## src/rtl/crc_frame_gen.sv

```systemverilog
// Framed word pass-through with a one-stage output register. It accumulates a
// parametrised MSB-first CRC over each frame and appends it as trailer words.
module crc_frame_gen #(
  parameter int unsigned   DW    = 16,
  parameter int unsigned   CW    = 22,
  parameter logic [CW-1:0] POLY  = CW'(3),
  parameter logic [CW-1:0] INIT  = '0,
  parameter int unsigned   SLICE = 11
) (
  input  logic          clock,
  input  logic          reset,
  input  logic          in_valid,
  input  logic [DW-1:0] in_data,
  input  logic          in_first,
  input  logic          in_last,
  output logic          in_ready,
  output logic          out_valid,
  output logic [DW-1:0] out_data,
  output logic          out_crc,
  output logic          out_last,
  input  logic          out_ready,
  output logic [CW-1:0] frame_crc,
  output logic          crc_done,
  output logic          err_sof
);

  localparam int unsigned NTRL = (CW + SLICE - 1) / SLICE;
  localparam int unsigned TW   = NTRL * SLICE;
  localparam int unsigned KW   = (NTRL > 1) ? $clog2(NTRL) : 1;

  typedef enum logic [1:0] {IDLE, DATA, TRL} state_t;

  state_t          state_q, state_d;
  logic [KW-1:0]   k_q, k_d;
  logic [CW-1:0]   crc_q, crc_d;
  logic [CW-1:0]   crc_base, crc_upd;
  logic [TW-1:0]   trl_vec;
  logic [SLICE-1:0] trl_slice;
  logic            load, accept;
  logic            out_valid_d, out_crc_d, out_last_d, crc_done_d, err_sof_d;
  logic [DW-1:0]   out_data_d;
  logic [CW-1:0]   frame_crc_d;

  // Whole-word CRC update, equivalent to shifting the word in MSB first
  function automatic logic [CW-1:0] crc_apply(input logic [CW-1:0] c,
                                              input logic [DW-1:0] d);
    logic [CW-1:0] r;
    logic          fb;
    r = c;
    for (int i = int'(DW) - 1; i >= 0; i--) begin
      fb = d[i] ^ r[CW-1];
      r  = {r[CW-2:0], 1'b0} ^ (fb ? POLY : '0);
    end
    return r;
  endfunction

  assign load     = ~out_valid | out_ready;
  assign in_ready = (state_q != TRL) & load;
  assign accept   = in_valid & in_ready;

  // A first word always starts from the seed, even when it arrives mid-frame
  assign crc_base = ((state_q == IDLE) || in_first) ? INIT : crc_q;
  assign crc_upd  = crc_apply(crc_base, in_data);
  assign trl_vec  = TW'(crc_q);

  always_comb begin
    trl_slice = '0;
    for (int unsigned i = 0; i < NTRL; i++) begin
      if (k_q == KW'(i)) trl_slice = trl_vec[i*SLICE +: SLICE];
    end
  end

  always_comb begin
    state_d     = state_q;
    k_d         = k_q;
    crc_d       = crc_q;
    out_valid_d = out_valid;
    out_data_d  = out_data;
    out_crc_d   = out_crc;
    out_last_d  = out_last;
    frame_crc_d = frame_crc;
    crc_done_d  = 1'b0;
    err_sof_d   = 1'b0;

    if (load) out_valid_d = 1'b0;

    case (state_q)
      IDLE, DATA: begin
        if (accept) begin
          crc_d       = crc_upd;
          out_valid_d = 1'b1;
          out_data_d  = in_data;
          out_crc_d   = 1'b0;
          out_last_d  = 1'b0;
          err_sof_d   = (state_q == IDLE) ? ~in_first : in_first;
          state_d     = DATA;
          if (in_last) begin
            state_d     = TRL;
            k_d         = '0;
            frame_crc_d = crc_upd;
            crc_done_d  = 1'b1;
          end
        end
      end
      TRL: begin
        if (load) begin
          out_valid_d = 1'b1;
          out_data_d  = DW'(trl_slice);
          out_crc_d   = 1'b1;
          out_last_d  = (k_q == KW'(NTRL - 1));
          k_d         = k_q + KW'(1);
          if (k_q == KW'(NTRL - 1)) begin
            state_d = IDLE;
            k_d     = '0;
          end
        end
      end
      default: state_d = IDLE;
    endcase
  end

  always_ff @(posedge clock) begin
    if (reset) begin
      state_q   <= IDLE;
      k_q       <= '0;
      crc_q     <= INIT;
      out_valid <= 1'b0;
      out_data  <= '0;
      out_crc   <= 1'b0;
      out_last  <= 1'b0;
      frame_crc <= INIT;
      crc_done  <= 1'b0;
      err_sof   <= 1'b0;
    end else begin
      state_q   <= state_d;
      k_q       <= k_d;
      crc_q     <= crc_d;
      out_valid <= out_valid_d;
      out_data  <= out_data_d;
      out_crc   <= out_crc_d;
      out_last  <= out_last_d;
      frame_crc <= frame_crc_d;
      crc_done  <= crc_done_d;
      err_sof   <= err_sof_d;
    end
  end

endmodule

```

## config.mk

```make
export PLATFORM = sky130hd
export DESIGN_NAME = crc_frame_gen
export DESIGN_NICKNAME = d
export VERILOG_FILES = /design/src/rtl/crc_frame_gen.sv
export SDC_FILE = /design/constraint.sdc
export NUM_CORES = 1
export LEC_CHECK = 0
export ABC_AREA = 1
export BUFFER_PORTS_ARGS = -buffer_cell sky130_fd_sc_hd__buf_2
export CAP_MARGIN = 0
export CORE_MARGIN = 2
export CORE_UTILIZATION = 45
export DETAILED_ROUTE_END_ITERATION = 8
export PLACE_DENSITY_LB_ADDON = 0.08
export SYNTH_ARGS = -nofsm -noshare
export SYNTH_HDL_FRONTEND = slang
export SYNTH_SLANG_ARGS = --single-unit
```

## constraint.sdc

```tcl
create_clock -name clock -period 3.8 [get_ports clock]
set_clock_uncertainty 0.05 [all_clocks]
set_input_delay 0.76 -clock clock [delete_from_list [all_inputs] [get_ports clock]]
set_output_delay 0.76 -clock clock [all_outputs]
set_load 0.02 [all_outputs]
```

==> summary.md, run 1 <==
| Metric | Value |
|---|---|
| Outcome | `completed` |
| MaxCap Viol Count | `0` |
| Initial antenna violation count | `0` |
| Final setup violating endpoints | `0` |
| Most frequent cell after synthesis | `nand2_1` |
| Yosys top cell area share | `0.397` |
| Critical Path Fanout Max | `10` |
| Placed Instance Area | `between 3000 and 4000 sq um` |
| Worst-Skew Late Latency | `~0.35 ns` |
| DRC Markers | `0` |
| Routability-driven placement congestion ratio | `about 0.9` |
| Clock power share | `0.370` |
| Slew margin rel. | `0.489` |
| IO buf count | `65` |
| Flop pwr share | `0.430` |
| Combinational share of power | `0.200` |
| Starting Density | `0.468` |
| Pins Over Slew Limit | `0` |
| Area grow syn2layout | `15.7%` |
| Distinct cells, synth | `26` |
| Final WS setup | `1.58 ns` |
| Slowest CP cell | `dfxtp_1` |
| Synth top cells by count | `135 x nand2_1, 75 x inv_1, 68 x dfxtp_1` |
| Routed WL | `about 9 mm` |
| Critical path class | `flip-flop to primary output` |
| Primary FF master, synth | `dfxtp_1` |
| Max stage delay on crit path | `0.58 ns` |
| Sequential-to-total area share from yosys stat | `0.397` |
| Post-synthesis cell count | `approximately 500` |
| Static leakage | `just over 2 nW` |
| Min-Delay Path Class | `flip-flop to flip-flop` |
| Startpoint types | `flip-flop` |
| Die ar. | `between 8000 and 9000 sq um` |
| Synthesized flop and latch total | `68` |
| Routed Antenna Nets | `0` |
| Net Sw Power | `slightly below 600 uW` |
| Min Tclk post-route | `~2.2 ns` |
| IO Pins | `66` |
| Drt first-iter violations | `158` |
| Top post-synthesis cells by area | `dfxtp_1 40%, nand2_1 15%, inv_1 8.2%` |
| DR vias/cell | `between 4 and 5` |
| Hold buffers post-CTS | `0` |
| Crit path cell chain | `nand2_4 > nand2_1 > inv_1 > buf_2` |
| Number of global-route vias before repair | `between 2k and 3k` |
| Worst Tran Pin Value | `roughly 0.76 ns` |
| TNS Setup | `0 ns` |
| RSZ-0062 raised after global routing | `false` |
| WL/cell | `~14 um` |
| Synth Warn # | `0` |
| CP arrival | `roughly 1.4 ns` |
| CTS root buffer | `clkbuf_8` |
| Core ar. | `around 7300 sq um` |
| Tot GR Track Use | `0.220` |
| Clock-pin transition on the worst setup and hold timing paths | `0.07 ns` |
| Clock Path Buffers | `2` |
| Vias post-DR | `3203` |
| CTS Buf Count | `9` |
| PD cells | `479 nW/um^2` |
| Share of flip-flops with an asynchronous set or reset | `0` |
| Avg Inst Size Synth | `~6.9 sq um` |
| Switching fraction of total power | `0.304` |
| Design area | `3970 sq um` |
| Total power | `approximately 1.9 mW` |
| H-Tree Depth | `3` |
| Syn nets | `518` |
| Synthesized area | `~3400 sq um` |
| CTS tree | `done` |
| Overflow left after global routing | `0` |
| Post-DP HPWL | `between 6 and 7 mm` |
| First-pass GRT wire length | `around 14 mm` |
| Fin nets | `575` |
| ANT cells | `0` |
| Worst vdd ir | `approximately 220 uV` |
| Std cell rows | `31` |
| Ratio of cells with drive above 1 in the final layout | `0.185` |
| Fin crit share | `0.584` |
| Setup bufs post-CTS | `0` |
| Hold violation count in the final report | `0` |
| CTS Sinks | `68` |
| FMAX | `around 450 MHz` |
| Endpoint class of the critical path | `primary output` |
| Die span in x | `between 90 and 100 um` |
| Worst path required time | `approximately 3 ns` |
| Drt first pass iters | `4` |
| EDFF count, synth | `0` |
| Largest net degree at the start of global routing | `42` |
| Internal Power | `1.32 mW` |
| Die H | `a little over 90 um` |
| Cts repair resizes | `0` |
| Post-place setup slack | `between 1 and 1.5 ns` |
| Largest area contributor in the netlist | `dfxtp_1` |
==> power by group through the flow <==
| stage | registers (mW) | logic, mW | clock network [mW] |
|---|---|---|---|
| 2_1_floorplan | 0.869 | 0.243 | 0 |
| 3_3_place_gp | 0.832 | 0.376 | 0 |
| 3_5_place_dp | 0.833 | 0.379 | 0 |
| 4_1_cts | 0.817 | 0.382 | 0.712 |
| 5_1_grt | 0.825 | 0.420 | 0.750 |
| 6_report | 0.818 | 0.381 | 0.702 |
==> final timing paths <==
check,start,to,slack (ns),cells after the start
worst max-delay path,state_q[1]$_SDFFE_PP0P_,in_ready,1.58,4
worst min-delay path,frame_crc[21]$_SDFFE_PP0P_,frame_crc[21]$_SDFFE_PP0P_,0.42,2
worst max register to register,state_q[1]$_SDFFE_PP0P_,crc_q[12]$_SDFFE_PP0P_,1.59,11
worst min register to register,frame_crc[21]$_SDFFE_PP0P_,frame_crc[21]$_SDFFE_PP0P_,0.42,2
==> critical path: cells and delay by family (launching register included) <==
| kind | cells | cell delay [ns] |
|---|---|---|
| and+or+nand+nor | 2 | 0.31 |
| buffers and inverters | 2 | 0.19 |
| DFF | 1 | 0.58 |
==> state kept, by name (all words and copies together), names as in the netlist <==
name / count
out_crc: 1
out_valid: 1
state_q: 2
err_sof: 1
crc_done: 1
out_data: 16
out_last: 1
crc_q: 22
frame_crc: 22
k_q: 1
==> cells by family after synthesis <==
logic type	Yosys count	share of synthesized area
xor+xnor	15	0.0383
compound gates	98	0.160
flops	68	0.397
simple gates	209	0.262
fa+ha+maj	1	0.00365
buf+inv	104	0.140
==> per-layer routing <==
metal	global-route usage	up-vias	wire, um
li1	-	1648	-
met1	0.309	1455	4480
met2	0.341	89	4030
met3	0.0415	11	496
met4	0.0720	0	112
met5	0	-	0
==> cell usage in the layout, fill, tap and decap left out, types with 3 or more instances in the layout <==
cell	instances
a211oi_1	3
a21oi_1	40
buf_2	65
buf_4	3
clkbuf_8	12
dfxtp_1	68
inv_1	75
inv_2	5
nand2_1	135
nand2_4	4
nand3_1	27
nor2_1	36
nor2_4	4
o21a_1	14
o21ai_0	9
o21ai_1	24
o22ai_1	6
xnor2_1	13
==> area by class of cell <==
cell class              instances  area, sq um
clock buffers                  12          165
repair buffers                 68          348
inverters                      82          310
clock inverters                 4         70.1
flip-flops and latches         68         1360
multi-input cells             323         1590
fillers                       718         3360
well taps                      99          124
==> per-stage QoR <==
step | utilization | std cells | hold slack, ns
after floorplan | - | 495 | 0.407
after global placement | 0.509 | 640 | 0.398
after detailed placement | 0.509 | 640 | 0.405
after CTS | 0.542 | 656 | 0.421
after global routing | 0.542 | 656 | 0.448
final | 0.542 | 656 | 0.417
Note: power is estimated with default switching activity, not from simulation.
==> run 2, diff against run 1 <==
==> constraint.sdc (replaced) <==
create_clock -name clock -period 2 [get_ports clock]
set_clock_uncertainty 0.05 [all_clocks]
set_input_delay 0.4 -clock clock [delete_from_list [all_inputs] [get_ports clock]]
set_output_delay 0.4 -clock clock [all_outputs]
set_load 0.02 [all_outputs]
==> summary.md, run 2 (same netlist as run 1, synthesis figures left out) <==
| Metric | Value |
|---|---|
| Outcome | `completed` |
| Register-to-Register Path Depth | `11` |
| Launch point of the worst path | `state_q[0]$_SDFFE_PP0P_` |
| Vias post-DR | `3202` |
| Initial antenna violation count | `0` |
| Setup bufs post-CTS | `0` |
| Die ar. | `around 8300 sq um` |
| H-Tree Depth | `3` |
| Clock-pin transition on the worst setup and hold timing paths | `around 0.070 ns` |
| DRC Markers | `0` |
| WL/cell | `13.7 um` |
| CP arrival | `between 2 and 2.5 ns` |
| Fin nets | `between 500 and 600` |
| First-pass GRT wire length | `approximately 15 mm` |
| RSZ-0062 raised after global routing | `false` |
| Worst path required time | `between 2 and 2.5 ns` |
| Startpoint types | `flip-flop` |
| ANT cells | `0` |
| Critical path class | `flip-flop to flip-flop` |
| Pins Over Slew Limit | `0` |
| CTS tree | `done` |
| Number of global-route vias before repair | `roughly 2.9k` |
| Clock Path Buffers | `2` |
| Std cell rows | `31` |
| CTS Sinks | `68` |
| Final setup violating endpoints | `0` |
| Critical Path Fanout Max | `37` |
| Fin crit share | `0.908` |
| MaxCap Viol Count | `0` |
| Fill cell count | `between 700 and 800` |
| Worst-Skew Late Latency | `0.34 ns` |
| Drt first pass iters | `5` |
| Met1 Wirelength | `4.46 mm` |
| Routed WL | `around 9.1 mm` |
| Min Tclk post-route | `roughly 1.8 ns` |
| Routability-driven placement congestion ratio | `0.882` |
| CTS Buf Count | `9` |
| Worst Setup EP | `crc_q[14]$_SDFFE_PP0P_` |
| IO buf count | `65` |
| Starting Density | `0.468` |
| Top Layer Used | `met4` |
| Hold violation count in the final report | `0` |
| Routed wl met3 | `approximately 420 um` |
| FMAX | `550 MHz` |
| IO Pins | `66` |
| Core ar. | `between 7000 and 8000 sq um` |
| Placed cells | `around 650` |
| Worst R2R Start | `state_q[0]$_SDFFE_PP0P_` |
| Post-DP HPWL | `approximately 6.5 mm` |
| Ratio of cells with drive above 1 in the final layout | `0.202` |
| WL met2 | `4.08 mm` |
| Slew margin rel. | `0.757` |
| PD cells | `about 890 nW/um^2` |
| Most frequent cells in the layout | `135 x nand2_1, 75 x inv_1, 67 x dfxtp_1` |
| Flop2flop setup slack | `roughly 0.18 ns` |
| Commonest non-fill, non-tap cell in the layout | `nand2_1` |
| Worst Tran Pin Value | `approximately 0.36 ns` |
| Total power | `between 3 and 4 mW` |
| Endpoint class of the critical path | `flip-flop` |
| Tot GR Track Use | `0.227` |
| Min-Delay Path Class | `primary input to flip-flop` |
| Worst vdd ir | `between 500 and 600 uV` |
| Top Registers | `crc_q: 22 flops, frame_crc: 22 flops, out_data: 16 flops` |
| Worst reg2reg endpoint | `crc_q[14]$_SDFFE_PP0P_` |
| Drt first-iter violations | `approximately 220` |
| Die H | `between 90 and 100 um` |
| Static leakage | `between 2 and 2.5 nW` |
| Largest net degree at the start of global routing | `38` |
| Area grow syn2layout | `18.9%` |
| TNS Setup | `0 ns` |
| DR vias/cell | `4.83` |
| Non-filler cells, final | `around 660` |
| Routed Antenna Nets | `0` |
| CTS root buffer | `clkbuf_8` |
| Overflow left after global routing | `0` |
| Die span in x | `91.3 um` |
run 2: cell count changes in the layout (fill, tap and decap cells not counted), moves of 2 or more:
cell      previous run  this run
buf_12               0         2
xnor2_2              0         3
xnor2_1             13        10
clkinv_2             2         0
buf_4                3         8
run 2: power breakdown:
part	total [mW]	leakage, nW	switching [mW]	internal, mW
registers	1.55	0.561	0.0726	1.47
clock network	1.34	0.116	0.536	0.806
logic	0.762	1.44	0.496	0.266
run 2: per-stage QoR:
step                hold WS [ns]  setup slack, ns  area, sq um   util
detailed placement         0.403            0.119         3810  0.520
finish                     0.302            0.183         4080  0.557
CTS                        0.293           0.0945         4050  0.552
global route               0.304           0.0755         4080  0.557
global placement           0.399            0.119         3810  0.520
floorplan                  0.407            0.360         3430      -
run 2: what timing repair did:
item,in CTS,in global routing
hold endpoints to repair,0,0
hold buffers,0,0
setup endpoints to repair,0,6
gates resized for setup,0,5
run 2: worst min-delay path by stage:
stage	from	depth (start not counted)	end
floorplan	crc_q[2]$_SDFFE_PP0P_	2	frame_crc[18]$_SDFFE_PP0P_
global placement	out_data[11]$_SDFFE_PP0P_	2	out_data[11]$_SDFFE_PP0P_
detailed placement	out_data[11]$_SDFFE_PP0P_	2	out_data[11]$_SDFFE_PP0P_
CTS	in_data[15]	3	out_data[15]$_SDFFE_PP0P_
global route	in_data[0]	3	out_data[0]$_SDFFE_PP0P_
finish	in_data[15]	3	out_data[15]$_SDFFE_PP0P_
run 2: layout make-up:
cell class,instances,area (sq um),share of cell area
Multi-Input combinational cell,323,1620,0.397
Sequential cell,68,1360,0.334
Timing Repair Buffer,75,425,0.104
Inverter,82,310,0.0761
Clock buffer,13,169,0.0414
Tap cell,99,124,0.0304
Clock inverter,3,67.6,0.0166
run 2: layer usage:
metal | global-route usage | vias up
met4 | 0.0720 | 0
li1 | - | 1667
met3 | 0.0349 | 10
met2 | 0.357 | 82
met1 | 0.318 | 1443
met5 | 0 | -
run 2: worst max-delay path, stage by stage, from the launching register on:
cell,delay (ns)
dfxtp_2,0.38
inv_2,0.07
nand2_1,0.08
ha_1,0.19
buf_12,0.20
nand2_1,0.07
nand2_1,0.06
nand2_1,0.12
xnor2_1,0.28
nand2_1,0.10
nand2_1,0.07
inv_1,0.03
==> run 3, diff against run 2 <==
--- a/config.mk
+++ b/config.mk
@@ -6,11 +6,11 @@
 export NUM_CORES = 1
 export LEC_CHECK = 0
 export ABC_AREA = 1
-export BUFFER_PORTS_ARGS = -buffer_cell sky130_fd_sc_hd__buf_2
 export CAP_MARGIN = 0
 export CORE_MARGIN = 2
 export CORE_UTILIZATION = 45
 export DETAILED_ROUTE_END_ITERATION = 8
+export DONT_BUFFER_PORTS = 1
 export PLACE_DENSITY_LB_ADDON = 0.08
 export SYNTH_ARGS = -nofsm -noshare
 export SYNTH_HDL_FRONTEND = slang
==> summary.md, run 3 (same netlist as run 1, synthesis figures left out) <==
| Metric | Value |
|---|---|
| Flop pwr share | `0.482` |
| FMAX | `538 MHz` |
| Starting Density | `0.468` |
| ANT cells | `0` |
| Worst-Skew Late Latency | `between 0.3 and 0.4 ns` |
| Busiest grt layer | `met2` |
| Die span in x | `slightly above 90 um` |
| Final setup violating endpoints | `0` |
| Endpoint class of the critical path | `flip-flop` |
| H-Tree Depth | `3` |
| Fin nets | `between 500 and 600` |
| Clock-pin transition on the worst setup and hold timing paths | `~0.07 ns` |
| Fin crit share | `0.930` |
| Routed WL | `between 9 and 10 mm` |
| Design area | `between 3000 and 4000 sq um` |
| Worst reg2reg endpoint | `crc_q[12]$_SDFFE_PP0P_` |
| Clock Path Buffers | `2` |
| DR vias/cell | `4.99` |
| First-pass GRT wire length | `between 10 and 15 mm` |
| Post-place setup slack | `approximately 0.15 ns` |
| Area grow syn2layout | `8.31%` |
| Hold violation count in the final report | `0` |
| Core ar. | `about 7300 sq um` |
| Clock power share | `0.351` |
| Final WS setup | `~0.14 ns` |
| Startpoint types | `flip-flop` |
| Hold buffers post-CTS | `0` |
| Worst Setup EP | `crc_q[12]$_SDFFE_PP0P_` |
| Die H | `91.3 um` |
| Pins Over Slew Limit | `0` |
| IO buf count | `0` |
| Largest net degree at the start of global routing | `37` |
| Launch point of the worst path | `state_q[1]$_SDFFE_PP0P_` |
| Std cell rows | `31` |
| RSZ-0062 raised after global routing | `true` |
| Number of global-route vias before repair | `between 2k and 3k` |
| CTS Sinks | `approximately 70` |
| Internal Power | `2.36 mW` |
| Overflow left after global routing | `0` |
| Switching fraction of total power | `0.309` |
| Critical Path Fanout Max | `36` |
| Worst Tran Pin Value | `about 0.5 ns` |
| Final Util | `0.507` |
| Top Registers | `crc_q: 22 flops, frame_crc: 22 flops, out_data: 16 flops` |
| Combinational share of power | `0.168` |
| Total power | `~3.4 mW` |
| Vias post-DR | `~3.0k` |
| CTS Buf Count | `9` |
| Drt first-iter violations | `between 150 and 200` |
| Slew margin rel. | `0.674` |
| IO Pins | `66` |
| Most frequent cells in the layout | `135 x nand2_1, 75 x inv_1, 68 x dfxtp_1` |
| Die ar. | `approximately 8300 sq um` |
| DRC Markers | `0` |
| Worst R2R Start | `state_q[1]$_SDFFE_PP0P_` |
| Post-DP HPWL | `6.61 mm` |
| Placed Instance Area | `between 3000 and 4000 sq um` |
| Setup bufs post-CTS | `0` |
| Cts repair resizes | `0` |
| Net Sw Power | `around 1.1 mW` |
| Min Tclk post-route | `roughly 1.9 ns` |
| Initial antenna violation count | `0` |
| Routed Antenna Nets | `0` |
| Met2 Use GR | `0.342` |
| Commonest non-fill, non-tap cell in the layout | `nand2_1` |
| Tot GR Track Use | `0.231` |
| Critical path class | `flip-flop to flip-flop` |
| Fin Hold WS | `0.0893 ns` |
| Ratio of cells with drive above 1 in the final layout | `0.0884` |
| Static leakage | `about 1.8 nW` |
| CTS tree | `done` |
| Met3 usage | `0.0689` |
| CP arrival | `2.07 ns` |
| Routability-driven placement congestion ratio | `between 0.8 and 0.9` |
| Outcome | `completed` |
| Drt first pass iters | `4` |
| Register-to-Register Path Depth | `11` |
| CTS root buffer | `clkbuf_8` |
| Min-Delay Path Class | `primary input to flip-flop` |
| Flop2flop setup slack | `roughly 0.14 ns` |
| Worst path required time | `about 2.2 ns` |
| WL/cell | `15.3 um` |
| MaxCap Viol Count | `0` |
| Worst vdd ir | `about 330 uV` |
| PD cells | `around 900 nW/um^2` |
| Met1 usage | `0.314` |
-- run 3: worst min-delay path by stage --
stage | startpoint | to | slack (ns) | cells past startpoint
floorplan | crc_q[2]$_SDFFE_PP0P_ | frame_crc[18]$_SDFFE_PP0P_ | 0.41 | 2
global placement | reset | out_crc$_SDFFE_PP0P_ | 0.42 | 1
detailed placement | reset | k_q$_SDFFE_PP0P_ | 0.43 | 1
CTS | reset | k_q$_SDFFE_PP0P_ | 0.05 | 1
global route | reset | k_q$_SDFFE_PP0P_ | 0.05 | 1
finish | reset | out_data[12]$_SDFFE_PP0P_ | 0.09 | 1
-- run 3: metal layers --
layer,vias to the layer above,share of wire
li1,1531,-
met1,1344,0.47
met2,85,0.43
met3,20,0.076
met4,0,0.026
met5,-,0
-- run 3: cell type report --
cell class / count / area (sq um)
Multi-Input combinational cell: 323 / 1610
Timing Repair Buffer: 10 / 113
Sequential cell: 68 / 1360
Tap cell: 99 / 124
Clock buffer: 14 / 173
Inverter: 82 / 310
Fill cell: 746 / 3610
Clock inverter: 1 / 30.0
-- run 3: worst max-delay path, stage by stage, from the launching register on --
cell     delay (ns)
dfxtp_1        0.38
inv_4          0.07
nand2_1        0.07
ha_1           0.23
buf_12         0.21
nand2_1        0.07
nand2_1        0.05
nand2_1        0.10
xnor2_1        0.32
nand2_1        0.09
nand2_1        0.07
inv_1          0.03
-- run 3: through the flow --
| step | TNS [ns] | cells |
|---|---|---|
| 6_report | 0 | 597 |
| 3_3_place_gp | 0 | 582 |
| 5_1_grt | -0.241 | 597 |
| 3_5_place_dp | 0 | 582 |
| 2_1_floorplan | 0 | 495 |
| 4_1_cts | 0 | 597 |
-- run 3: power groups by stage --
| stage | Combinational [mW] | Clock [mW] | Sequential (mW) |
|---|---|---|---|
| after floorplan | 0.463 | 0 | 1.65 |
| after global placement | 0.556 | 0 | 1.67 |
| after detailed placement | 0.561 | 0 | 1.68 |
| after CTS | 0.566 | 1.23 | 1.65 |
| after global routing | 0.645 | 1.28 | 1.66 |
| final | 0.572 | 1.20 | 1.64 |
